==> config.mk <==
export PLATFORM = sky130hd
export DESIGN_NAME = score_display_flat
export DESIGN_NICKNAME = d
export VERILOG_FILES = /design/src/rtl/score_display_pkg.sv /design/src/rtl/score_display_if.sv /design/src/rtl/score_display_bin2bcd_seq.sv /design/src/rtl/score_display.sv /design/src/flat_wrapper.sv
export SDC_FILE = /design/constraint.sdc
export NUM_CORES = 1
export LEC_CHECK = 0
export ABC_AREA = 1
export CAP_MARGIN = 10
export CORE_AREA = 2 2 106 88
export DETAILED_ROUTE_END_ITERATION = 7
export DIE_AREA = 0 0 108 90
export PLACE_DENSITY = 0.77
export SYNTH_ARGS = -nofsm -noshare
export SYNTH_HDL_FRONTEND = slang
export SYNTH_SLANG_ARGS = --single-unit
==> constraint.sdc <==
create_clock -name clk -period 3.8 [get_ports clk]
set_clock_uncertainty 0.15 [all_clocks]
set_input_delay 0.38 -clock clk [delete_from_list [all_inputs] [get_ports clk]]
set_output_delay 0.38 -clock clk [all_outputs]
set_load 0.005 [all_outputs]
==> src/rtl/score_display_pkg.sv <==
// score_display_pkg: shared types and constants for the score display slice.
// Holds the conversion state type, BCD digit vector type, widths and the
// active-low seven-segment table (bit0 = segment a ... bit6 = segment g).
package score_display_pkg;

    localparam int DIGITS = 4;                // display digits
    localparam int BIN_W  = 16;               // width of the binary shift register
    localparam int SAT_W  = 14;               // width of a saturated value (max 9999)
    localparam int ITER_W = $clog2(BIN_W);    // shift counter width
    localparam int IDX_W  = $clog2(DIGITS);   // digit index width

    typedef enum logic [1:0] {
        IDLE,
        CONVERT,
        COMMIT
    } state_t;

    // One nibble per decimal digit, element 0 = ones.
    typedef logic [DIGITS-1:0][3:0] bcd_t;

    localparam logic [6:0] SEG_BLANK = 7'h7F;

    // Active-low patterns, entry 0 at the right-hand end.
    localparam logic [9:0][6:0] SEG_TABLE = {
        7'h10,  // 9
        7'h00,  // 8
        7'h78,  // 7
        7'h02,  // 6
        7'h12,  // 5
        7'h19,  // 4
        7'h30,  // 3
        7'h24,  // 2
        7'h79,  // 1
        7'h40   // 0
    };

    // Digit to segment pattern; non-decimal codes blank the digit.
    function automatic logic [6:0] seg_encode(input logic [3:0] digit);
        logic [6:0] pattern;
        pattern = SEG_BLANK;
        if (digit <= 4'd9) begin
            pattern = SEG_TABLE[digit];
        end
        return pattern;
    endfunction

endpackage

==> src/rtl/score_display_if.sv <==
// score_display_if: result bus between the reaction-timer manager (master)
// and the score display (slave). Carries the show level, the captured time
// and the display/status outputs.
interface score_display_if;
    import score_display_pkg::*;

    logic              show;      // high = result valid, light the digits
    logic [BIN_W-1:0]  time_ms;   // elapsed time in ms, sampled on show rise
    logic [6:0]        seg_n;     // segments a..g, active-low
    logic [DIGITS-1:0] an_n;      // digit enables, bit0 = ones, active-low
    logic              busy;      // conversion in progress
    logic              valid;     // displayed BCD holds a completed conversion
    logic              overflow;  // last captured time exceeded the display range

    modport master (
        output show, time_ms,
        input  seg_n, an_n, busy, valid, overflow
    );

    modport slave (
        input  show, time_ms,
        output seg_n, an_n, busy, valid, overflow
    );

endinterface

==> src/rtl/score_display_bin2bcd_seq.sv <==
// bin2bcd_seq: sequential shift-add-3 (double-dabble) binary to BCD engine.
// A start pulse loads the operand and restarts from any state. The engine
// then performs BIN_W correct-and-shift steps, spends one cycle in COMMIT
// (o_done high) and returns to IDLE. o_bcd is the scratch register; it is
// only meaningful while o_done is high.
module bin2bcd_seq
    import score_display_pkg::*;
(
    input  logic             clk,
    input  logic             reset,     // synchronous, active-high
    input  logic             i_start,   // load i_bin and (re)start
    input  logic [BIN_W-1:0] i_bin,     // operand, must be <= 9999
    output logic             o_busy,    // high from start until COMMIT ends
    output logic             o_done,    // scratch holds a finished result
    output bcd_t             o_bcd      // BCD scratch
);

    state_t            r_state;
    state_t            w_state_next;
    logic [BIN_W-1:0]  r_bin;
    bcd_t              r_bcd;
    bcd_t              w_bcd_adj;
    logic [ITER_W-1:0] r_iter;
    logic              w_last;

    // The step taken while r_iter holds BIN_W-1 is the final shift.
    assign w_last = (r_iter == ITER_W'(BIN_W - 1));

    // State register.
    always_ff @(posedge clk) begin
        if (reset) begin
            r_state <= IDLE;
        end else begin
            r_state <= w_state_next;
        end
    end

    // Next-state logic: a start wins in every state so a new operand
    // always restarts the conversion.
    always_comb begin
        // NOTE: default assignment first, so every path drives the signal and no latch is inferred.
        w_state_next = r_state;
        if (i_start) begin
            w_state_next = CONVERT;
        end else begin
            case (r_state)
                IDLE:    w_state_next = IDLE;
                CONVERT: if (w_last) w_state_next = COMMIT;
                COMMIT:  w_state_next = IDLE;
                default: w_state_next = IDLE;
            endcase
        end
    end

    // Output logic: a start arriving in COMMIT suppresses that commit so
    // only the newest operand ever reaches the display.
    always_comb begin
        o_busy = (r_state != IDLE);
        o_done = (r_state == COMMIT) && !i_start;
    end

    // Add-3 correction of every BCD nibble that is 5 or more.
    always_comb begin
        w_bcd_adj = r_bcd;
        for (int i = 0; i < DIGITS; i++) begin
            if (r_bcd[i] >= 4'd5) begin
                w_bcd_adj[i] = r_bcd[i] + 4'd3;
            end
        end
    end

    // Shift datapath: load on start, correct-and-shift while converting.
    always_ff @(posedge clk) begin
        if (reset) begin
            // NOTE: the scratch registers are cleared on reset as well, so an aborted conversion leaves nothing behind.
            r_bin  <= '0;
            r_bcd  <= '0;
            r_iter <= '0;
        end else if (i_start) begin
            r_bin  <= i_bin;
            r_bcd  <= '0;
            r_iter <= '0;
        end else if (r_state == CONVERT) begin
            // NOTE: non-blocking, so the shift sees the pre-edge {bcd, bin} as one word.
            {r_bcd, r_bin} <= {w_bcd_adj, r_bin} << 1;
            r_iter         <= r_iter + ITER_W'(1);
        end
    end

    assign o_bcd = r_bcd;

endmodule

==> src/rtl/score_display.sv <==
// score_display: takes the elapsed-time result from the reaction-timer
// manager, saturates it to 9999, converts it to BCD with bin2bcd_seq and
// drives a time-multiplexed, active-low 4-digit seven-segment display.
// Each digit stays lit for REFRESH_DIV clocks (REFRESH_DIV >= 2, and
// 2**CNT_W >= REFRESH_DIV).
// Build option: define SCORE_LEADING_ZERO_BLANK_EN to blank leading zero
// digits (the ones digit is never blanked). Undefined, all four digits light.
module score_display
    import score_display_pkg::*;
#(
    parameter int REFRESH_DIV = 100000,  // clocks per lit digit
    parameter int CNT_W       = 17,      // refresh counter width
    parameter int SAT_VALUE   = 9999     // largest displayable value
)(
    input  logic          clk,
    input  logic          reset,   // synchronous, active-high
    score_display_if.slave bus
);

    localparam logic [BIN_W-1:0] SAT_BIN  = BIN_W'(SAT_VALUE);
    localparam logic [CNT_W-1:0] CNT_LAST = CNT_W'(REFRESH_DIV - 1);

    // Capture path
    logic              r_show_q;
    logic              w_rise;
    logic              w_over;
    logic [SAT_W-1:0]  w_sat;

    // Engine interface
    logic              w_busy;
    logic              w_done;
    bcd_t              w_bcd_scratch;

    // Displayed result
    bcd_t              r_bcd;
    logic              r_valid;
    logic              r_overflow;

    // Scan
    logic [CNT_W-1:0]  r_refresh_cnt;
    logic [IDX_W-1:0]  r_digit_idx;
    logic [DIGITS-1:0] w_blank_mask;
    logic [3:0]        w_digit;
    logic [DIGITS-1:0] w_an_next;
    logic [6:0]        w_seg_next;
    logic [DIGITS-1:0] r_an_n;
    logic [6:0]        r_seg_n;

    assign w_rise = bus.show & ~r_show_q;
    assign w_over = (bus.time_ms > SAT_BIN);
    assign w_sat  = w_over ? SAT_BIN[SAT_W-1:0] : bus.time_ms[SAT_W-1:0];

    bin2bcd_seq u_bin2bcd (
        .clk     (clk),
        .reset   (reset),
        .i_start (w_rise),
        .i_bin   ({{(BIN_W - SAT_W){1'b0}}, w_sat}),
        .o_busy  (w_busy),
        .o_done  (w_done),
        .o_bcd   (w_bcd_scratch)
    );

    // Show edge detect, overflow capture and commit of finished conversions.
    always_ff @(posedge clk) begin
        if (reset) begin
            r_show_q   <= 1'b0;
            r_overflow <= 1'b0;
            r_valid    <= 1'b0;
            r_bcd      <= '0;
        end else begin
            r_show_q <= bus.show;
            if (w_rise) begin
                r_overflow <= w_over;
            end
            if (w_done) begin
                r_bcd   <= w_bcd_scratch;
                r_valid <= 1'b1;
            end
        end
    end

    // Free-running refresh counter; the digit index steps at each wrap.
    always_ff @(posedge clk) begin
        if (reset) begin
            r_refresh_cnt <= '0;
            r_digit_idx   <= '0;
        end else if (r_refresh_cnt == CNT_LAST) begin
            r_refresh_cnt <= '0;
            r_digit_idx   <= r_digit_idx + IDX_W'(1);
        end else begin
            r_refresh_cnt <= r_refresh_cnt + CNT_W'(1);
        end
    end

    // Leading-zero mask: a slot is blank when it and every higher digit are zero.
    always_comb begin
        w_blank_mask = '0;
`ifdef SCORE_LEADING_ZERO_BLANK_EN
        w_blank_mask[3] = (r_bcd[3] == 4'd0);
        w_blank_mask[2] = (r_bcd[3] == 4'd0) && (r_bcd[2] == 4'd0);
        w_blank_mask[1] = (r_bcd[3] == 4'd0) && (r_bcd[2] == 4'd0) && (r_bcd[1] == 4'd0);
`endif
    end

    assign w_digit = r_bcd[r_digit_idx];

    // Decode of the current slot: dark unless shown and holding a valid result.
    always_comb begin
        w_an_next  = '1;
        w_seg_next = SEG_BLANK;
        if (bus.show && r_valid && !w_blank_mask[r_digit_idx]) begin
            w_an_next[r_digit_idx] = 1'b0;
            w_seg_next             = seg_encode(w_digit);
        end
    end

    // Registered display outputs, one cycle behind the index.
    always_ff @(posedge clk) begin
        if (reset) begin
            r_an_n  <= '1;
            r_seg_n <= SEG_BLANK;
        end else begin
            r_an_n  <= w_an_next;
            r_seg_n <= w_seg_next;
        end
    end

    assign bus.seg_n    = r_seg_n;
    assign bus.an_n     = r_an_n;
    assign bus.busy     = w_busy;
    assign bus.valid    = r_valid;
    assign bus.overflow = r_overflow;

endmodule

==> src/flat_wrapper.sv <==
// flat-port wrapper written by rule: the top's interface ports become plain ports
module score_display_flat import score_display_pkg::*;
#(
    parameter int REFRESH_DIV = 100000,                         
    parameter int CNT_W       = 17,                              
    parameter int SAT_VALUE   = 9999                                 
)
  (clk, reset, bus_show, bus_time_ms, bus_seg_n, bus_an_n, bus_busy, bus_valid, bus_overflow);
  score_display_if bus_i ();
  input  logic clk;
  input  logic reset;
  input wire logic [$bits(bus_i.show)-1:0] bus_show;
  input wire logic [$bits(bus_i.time_ms)-1:0] bus_time_ms;
  output wire logic [$bits(bus_i.seg_n)-1:0] bus_seg_n;
  output wire logic [$bits(bus_i.an_n)-1:0] bus_an_n;
  output wire logic [$bits(bus_i.busy)-1:0] bus_busy;
  output wire logic [$bits(bus_i.valid)-1:0] bus_valid;
  output wire logic [$bits(bus_i.overflow)-1:0] bus_overflow;
  assign bus_i.show = bus_show;
  assign bus_i.time_ms = bus_time_ms;
  assign bus_seg_n = bus_i.seg_n;
  assign bus_an_n = bus_i.an_n;
  assign bus_busy = bus_i.busy;
  assign bus_valid = bus_i.valid;
  assign bus_overflow = bus_i.overflow;
  score_display #(.REFRESH_DIV(REFRESH_DIV), .CNT_W(CNT_W), .SAT_VALUE(SAT_VALUE)) u_core (.clk(clk), .reset(reset), .bus(bus_i));
endmodule
==> run summary, run 1 <==
Class of the most critical setup path: flop to flop
Setup TNS after final layout: 0 ns
Die outline width: 108 um
Hold Crit Class: flop to flop
Wire length of the first global-routing pass: 14500 um
Remaining number of nets flagged by the antenna check after routing: 0
Quantity of gates resized following cts: 0
Total Routed Length: 8390 um
Relative slew slack: 47.2%
Number of distinct standard cells referenced by the synthesized netlist: 36
Most used DFF post-synth: sky130_fd_sc_hd__dfxtp_1
Total power divided by cell area: 370 nW/um^2
Vias after detailed routing: 3703
Total number of yosys warnings: 0
Die Footprint: 9720 um^2
Area fraction of the dominant cell type after synthesis: 41.4%
Top area cells in the synthesized netlist: sky130_fd_sc_hd__dfxtp_1 (41%), sky130_fd_sc_hd__nand2_1 (12%), sky130_fd_sc_hd__inv_1 (6.5%)
CP Data Required Time: 3.96 ns
Top fanout value on the critical path: 13
Endpoints failing hold: 0
Most common cell after layout, fill and taps aside: sky130_fd_sc_hd__nand2_1
Number of synthesized flops with an enable pin: 0
Category of the worst setup path launch point: flop
Initial antenna violation count: 0
Clock slew at reported path FFs: 0.08 ns
Final GP Congestion: 0.865
Number of top-level design ports: 33
Run status: finished clean
Net count of the mapped netlist: 623
Final-report max-slew violation count: 0
Final antenna diode count: 0
Num Clock Sinks: 87
Number of buffers added by the clock tree synthesis step: 9
Slew of the pin with the lowest slew margin: 0.791 ns
First DRT Iteration DRCs: 201
Final Instance Area: 4780 um^2
Fill cell instance count of the final layout: 820
Number of buffer cells added on primary ports: 32
Detailed placement HPWL: 5980 um
Placement Cell Area: 4570 um^2
Summed instance area of the synthesized netlist: 4210 um^2
Power Total: 1.77 mW
Effective utilization at floorplan: 48.2%
Placeable Area: 8730 um^2
Vias in the first global route: 3415
RSZ-0062 raised after global routing: false
Overall Global Routing Usage: 18.1%
# setup viols final: 0
Async SR Flop Fraction: 0%
CTS tree: built
Fin crit share: 57.8%
Leakage power figure: 2.00 nW
Clk root buf: sky130_fd_sc_hd__clkbuf_8
Highest-count cells in the layout ignoring fill and taps: sky130_fd_sc_hd__nand2_1 (137), sky130_fd_sc_hd__dfxtp_1 (87), sky130_fd_sc_hd__inv_1 (73)
Post-layout minimum cycle time: 2.19 ns
GRT Residual Overflow: 0
Vias per cell: 5.05
Number of buffers inserted for hold repair after clock tree synthesis: 0
Share of cells above drive strength 1: 7.12%
Crit path capture type: flop
Wirelength per Cell: 11.4 um
Data arrival time at the worst-slack endpoint: 2.35 ns
H-tree level count: 3
Sequential-to-total area share from yosys stat: 41.4%
Height of the die: 90 um
Highest attainable clock frequency: 456 MHz
DRC errors left: 0
Largest buffer count on any clock path: 2
Hold slack final: 0.310 ns
Number of flip-flops and latches in the synthesized netlist: 87
Standard-cell row count: 31
Max rail drop VDD: 159 uV
Clock insertion delay at the later pin of the skew report: 0.36 ns
Post-CTS Setup Repair Bufs: 0
Cell type contributing the most total cell area after synthesis: sky130_fd_sc_hd__dfxtp_1
Average size of a mapped cell: 7.18 um^2
Area overhead of the layout relative to synthesis: 13.5%
Cell count after synthesis: 586
Pin count of the biggest net entering global routing: 38
Nets: 650
Iteration count of the initial detailed-routing pass: 5
Count of max-cap constraint violations: 0
==> where the power goes <==
group          internal (mW)  leakage [nW]  switching (mW)
registers              0.938         0.708          0.0153
clock network          0.338         0.105           0.327
logic                 0.0569          1.19          0.0914
==> registers in the layout, summed over array words and instances, names as in the netlist <==
name and count:
u_core.u_bin2bcd.r_bin 16, u_core.bus.overflow 1, u_core.r_refresh_cnt 17, u_core.bus.valid 1
u_core.r_show_q 1, u_core.bus.seg_n 7, u_core.u_bin2bcd.o_bcd 16, u_core.r_digit_idx 2
u_core.r_bcd 16, u_core.u_bin2bcd.r_state 2, u_core.u_bin2bcd.r_iter 4, u_core.bus.an_n 4
==> cells by family (layout without fill, tap and decap cells) <==
group | count (synthesis) | in the layout | share of synthesized area (%)
and+or+nand+nor | 272 | 272 | 28.4
buffers and inverters | 95 | 127 | 9.69
xor gates and xnor gates | 7 | 7 | 1.46
DFF | 87 | 87 | 41.4
adders and majority gates | 18 | 18 | 5.35
AOI/OAI and AO/OA | 107 | 107 | 13.7
==> synthesized netlist by cell type (all sizes together), types with 3 or more instances <==
cell	n
nand2	143
dfxtp	87
inv	75
nor2	66
a21oi	50
o21ai	45
nand3	42
ha	18
buf	15
nand4	10
o211ai	7
nor3	4
xor2	4
clkbuf	3
o31ai	3
or2	3
xnor2	3
==> layer usage <==
layer | up-vias | global-route usage (%) | routed length, um
li1 | 1929 | - | -
met1 | 1679 | 23.0 | 4030
met2 | 84 | 29.8 | 3880
met3 | 11 | 5.00 | 389
met4 | 0 | 5.66 | 99
met5 | - | 0 | 0
==> per-stage QoR <==
stage / setup slack, ns / util [%] / std cells
global route: 1.43 / 54.8 / 733
detailed placement: 1.37 / 52.4 / 717
floorplan: 1.86 / - / 586
global placement: 1.48 / 52.4 / 717
CTS: 1.59 / 54.8 / 733
finish: 1.61 / 54.8 / 733
==> critical path, stage by stage (launching register included) <==
cell and delay (ns):
sky130_fd_sc_hd__dfxtp_1 0.54, sky130_fd_sc_hd__inv_2 0.19, sky130_fd_sc_hd__nand2_1 0.10, sky130_fd_sc_hd__o211ai_1 0.08, sky130_fd_sc_hd__nand2_1 0.16, sky130_fd_sc_hd__inv_1 0.09
sky130_fd_sc_hd__ha_1 0.23, sky130_fd_sc_hd__or2_2 0.29, sky130_fd_sc_hd__a21oi_2 0.18, sky130_fd_sc_hd__nor2_4 0.07, sky130_fd_sc_hd__nand2_1 0.07
==> worst paths after layout <==
| check | start | endpoint | cells past startpoint | slack [ns] |
|---|---|---|---|---|
| setup / recovery | u_core.r_digit_idx[0] | u_core.bus.seg_n[6] | 10 | 1.61 |
| hold / removal | u_core.r_bcd[9] | u_core.r_bcd[9] | 2 | 0.31 |
| setup reg to reg | u_core.r_digit_idx[0] | u_core.bus.seg_n[6] | 10 | 1.61 |
| hold reg to reg | u_core.r_bcd[9] | u_core.r_bcd[9] | 2 | 0.31 |
==> area by class of cell <==
| type | count | area (um^2) | share of cell area [%] |
|---|---|---|---|
| Multi-Input combinational cell | 404 | 2060 | 43.1 |
| Sequential cell | 87 | 1740 | 36.4 |
| Tap cell | 115 | 144 | 3.01 |
| Clock inverter | 5 | 56.3 | 1.18 |
| Clock buffer | 11 | 151 | 3.17 |
| Timing Repair Buffer | 34 | 335 | 7.02 |
| Inverter | 77 | 289 | 6.05 |
(Power assumes the default switching activity.)
==> run 2, diff against run 1 <==
- PLACE_DENSITY: 0.77 -> 0.79
- clock period: 3.8 -> 2 ns (I/O delays scaled with it)
==> run summary, run 2 (same netlist as run 1, synthesis figures left out) <==
Final antenna diode count: 0 (unchanged)
Clock slew at reported path FFs: 0.08 ns (about the same)
Setup TNS after final layout: 0 ns (unchanged)
Class of the most critical setup path: flop to flop (unchanged)
Total Routed Length: 8540 um (was 8390 um)
Number of buffers added by the clock tree synthesis step: 9 (unchanged)
Post-CTS Setup Repair Bufs: 0 (unchanged)
Slew of the pin with the lowest slew margin: 0.389 ns (was 0.791 ns)
Relative slew slack: 74.0% (was 47.2%)
Data arrival time at the worst-slack endpoint: 2.00 ns (was 2.35 ns)
Category of the worst setup path launch point: flop (unchanged)
Largest buffer count on any clock path: 2 (unchanged)
Iteration count of the initial detailed-routing pass: 5 (unchanged)
Final-report max-slew violation count: 0 (unchanged)
Fill cell instance count of the final layout: 792 (was 820)
Run status: finished clean (unchanged)
First DRT Iteration DRCs: 185 (was 201)
Num Clock Sinks: 87 (unchanged)
Hold slack final: 0.284 ns (was 0.310 ns)
DRC errors left: 0 (unchanged)
Area overhead of the layout relative to synthesis: 16.0% (was 13.5%)
Placeable Area: 8730 um^2 (unchanged)
Effective utilization at floorplan: 48.2% (unchanged)
CTS tree: built (unchanged)
H-tree level count: 3 (unchanged)
Largest register by flop count: u_core.r_refresh_cnt (unchanged)
Clock insertion delay at the later pin of the skew report: 0.35 ns (was 0.36 ns)
Clk root buf: sky130_fd_sc_hd__clkbuf_8 (unchanged)
Quantity of gates resized following cts: 0 (unchanged)
Number of buffer cells added on primary ports: 32 (unchanged)
Total power divided by cell area: 692 nW/um^2 (was 370 nW/um^2)
Placed instance count: 729 (was 717)
Final GP Congestion: 0.908 (was 0.865)
Switching fraction of total power: 23.6% (was 24.5%)
Largest stage delay on the critical path: 0.33 ns (was 0.54 ns)
Endpoints failing hold: 0 (unchanged)
Vias in the first global route: 3455 (was 3415)
RSZ-0062 raised after global routing: false (unchanged)
Die Footprint: 9720 um^2 (unchanged)
Flop pwr share: 53.7% (was 54.0%)
Fin crit share: 92.7% (was 57.8%)
# setup viols final: 0 (unchanged)
Number of top-level design ports: 33 (unchanged)
Cell-internal power: 2.58 mW (was 1.33 mW)
Max rail drop VDD: 432 uV (was 159 uV)
Top fanout value on the critical path: 9 (was 13)
Number of buffers inserted for hold repair after clock tree synthesis: 0 (unchanged)
Power dissipated by switching net loads: 0.797 mW (was 0.434 mW)
Height of the die: 90 um (unchanged)
Non-filler cells in the finished layout: 745 (was 733)
Crit path capture type: flop (unchanged)
Overall Global Routing Usage: 18.7% (was 18.1%)
Wirelength per Cell: 11.5 um (was 11.4 um)
Detailed placement HPWL: 6210 um (was 5980 um)
Count of max-cap constraint violations: 0 (unchanged)
Highest attainable clock frequency: 539 MHz (was 456 MHz)
Standard-cell row count: 31 (unchanged)
Beginning of the critical path: u_core.r_digit_idx[0] (unchanged)
Hold Crit Start: bus_show (was u_core.r_bcd[9])
Portion of total power attributed to combinational logic: 8.9% (was 8.4%)
Remaining number of nets flagged by the antenna check after routing: 0 (unchanged)
Post-layout minimum cycle time: 1.85 ns (was 2.19 ns)
Leakage power figure: 2.07 nW (was 2.00 nW)
Pin count of the biggest net entering global routing: 29 (was 38)
Wire length of the first global-routing pass: 15000 um (was 14500 um)
Hold Crit Class: primary input to flop (was flop to flop)
Clock share of power: 37.5% (was 37.7%)
Vias after detailed routing: 3714 (was 3703)
Die outline width: 108 um (unchanged)
Share of cells above drive strength 1: 8.89% (was 7.12%)
Nets: 662 (was 650)
CP Data Required Time: 2.14 ns (was 3.96 ns)
Crit path top cell by count: sky130_fd_sc_hd__nand2_1 (unchanged)
Slowest cell on the critical path: sky130_fd_sc_hd__dfxtp_1 (unchanged)
Final core utilization: 56.0% (was 54.8%)
Chain of cells forming the critical path: buf_4 -> nand2_1 -> nand3_1 -> nand2_2 -> inv_1 -> ha_1 -> or2_2 -> a21oi_2 -> nor2_4 -> nand2_1 (was inv_2 -> nand2_1 -> o211ai_1 -> nand2_1 -> inv_1 -> ha_1 -> or2_2 -> a21oi_2 -> nor2_4 -> nand2_1)
Flip-flop count of the largest register after layout: 17 (unchanged)
Highest-count cells in the layout ignoring fill and taps: sky130_fd_sc_hd__nand2_1 (136), sky130_fd_sc_hd__dfxtp_1 (87), sky130_fd_sc_hd__inv_1 (73) (was sky130_fd_sc_hd__nand2_1 (137), sky130_fd_sc_hd__dfxtp_1 (87), sky130_fd_sc_hd__inv_1 (73))
Most common cell after layout, fill and taps aside: sky130_fd_sc_hd__nand2_1 (unchanged)
Start of the worst register-to-register path: u_core.r_digit_idx[0] (unchanged)
Initial antenna violation count: 0 (unchanged)
Vias per cell: 4.99 (was 5.05)
GRT Residual Overflow: 0 (unchanged)
[run 2: layer usage]
metal / global-route usage [%] / routed length (um)
met1: 25.0 / 4220
met3: 4.86 / 460
met2: 29.4 / 3770
met4: 5.77 / 98
met5: 0 / 0
[run 2: critical path, delay by kind of cell, from the launching register on]
kind	cells	cell delay, ns
AND/OR/NAND/NOR	6	0.70
buffers and inverters	2	0.24
adder cells (fa/ha/maj)	1	0.19
AO/OA/AOI/OAI	1	0.18
flip-flops	1	0.33
[run 2: stage by stage]
| step | instance area [um^2] | setup WS, ns | total power [mW] |
|---|---|---|---|
| 2_1_floorplan | 4210 | 0.0588 | 2.04 |
| 3_3_place_gp | 4670 | 0.150 | 2.14 |
| 3_5_place_dp | 4670 | 0.135 | 2.15 |
| 4_1_cts | 4880 | 0.108 | 3.42 |
| 5_1_grt | 4880 | 0.0122 | 3.54 |
| 6_report | 4880 | 0.146 | 3.38 |
[run 2: power groups by stage]
stage / Clock [mW] / Sequential [mW] / Combinational [mW]
after global placement: 0 / 1.85 / 0.288
after floorplan: 0 / 1.85 / 0.197
after CTS: 1.30 / 1.81 / 0.300
after global routing: 1.38 / 1.82 / 0.340
final: 1.27 / 1.81 / 0.300
after detailed placement: 0 / 1.85 / 0.298
[run 2: final timing paths]
check / end / slack, ns / cells after the start
setup reg to reg: u_core.bus.seg_n[0] / 0.15 / 10
setup / recovery: u_core.bus.seg_n[0] / 0.15 / 10
hold / removal: u_core.r_show_q / 0.28 / 3
hold reg to reg: u_core.r_bcd[9] / 0.31 / 2
[run 2: layout make-up]
class                   instances  area (um^2)  area share, %
clock buffers                  13          169           3.46
flip-flops and latches         87         1740           35.7
inverters                      77          289           5.92
well taps                     115          144           2.95
clock inverters                 3         40.0          0.820
repair buffers                 46          438           8.97
multi-input cells             404         2060           42.2
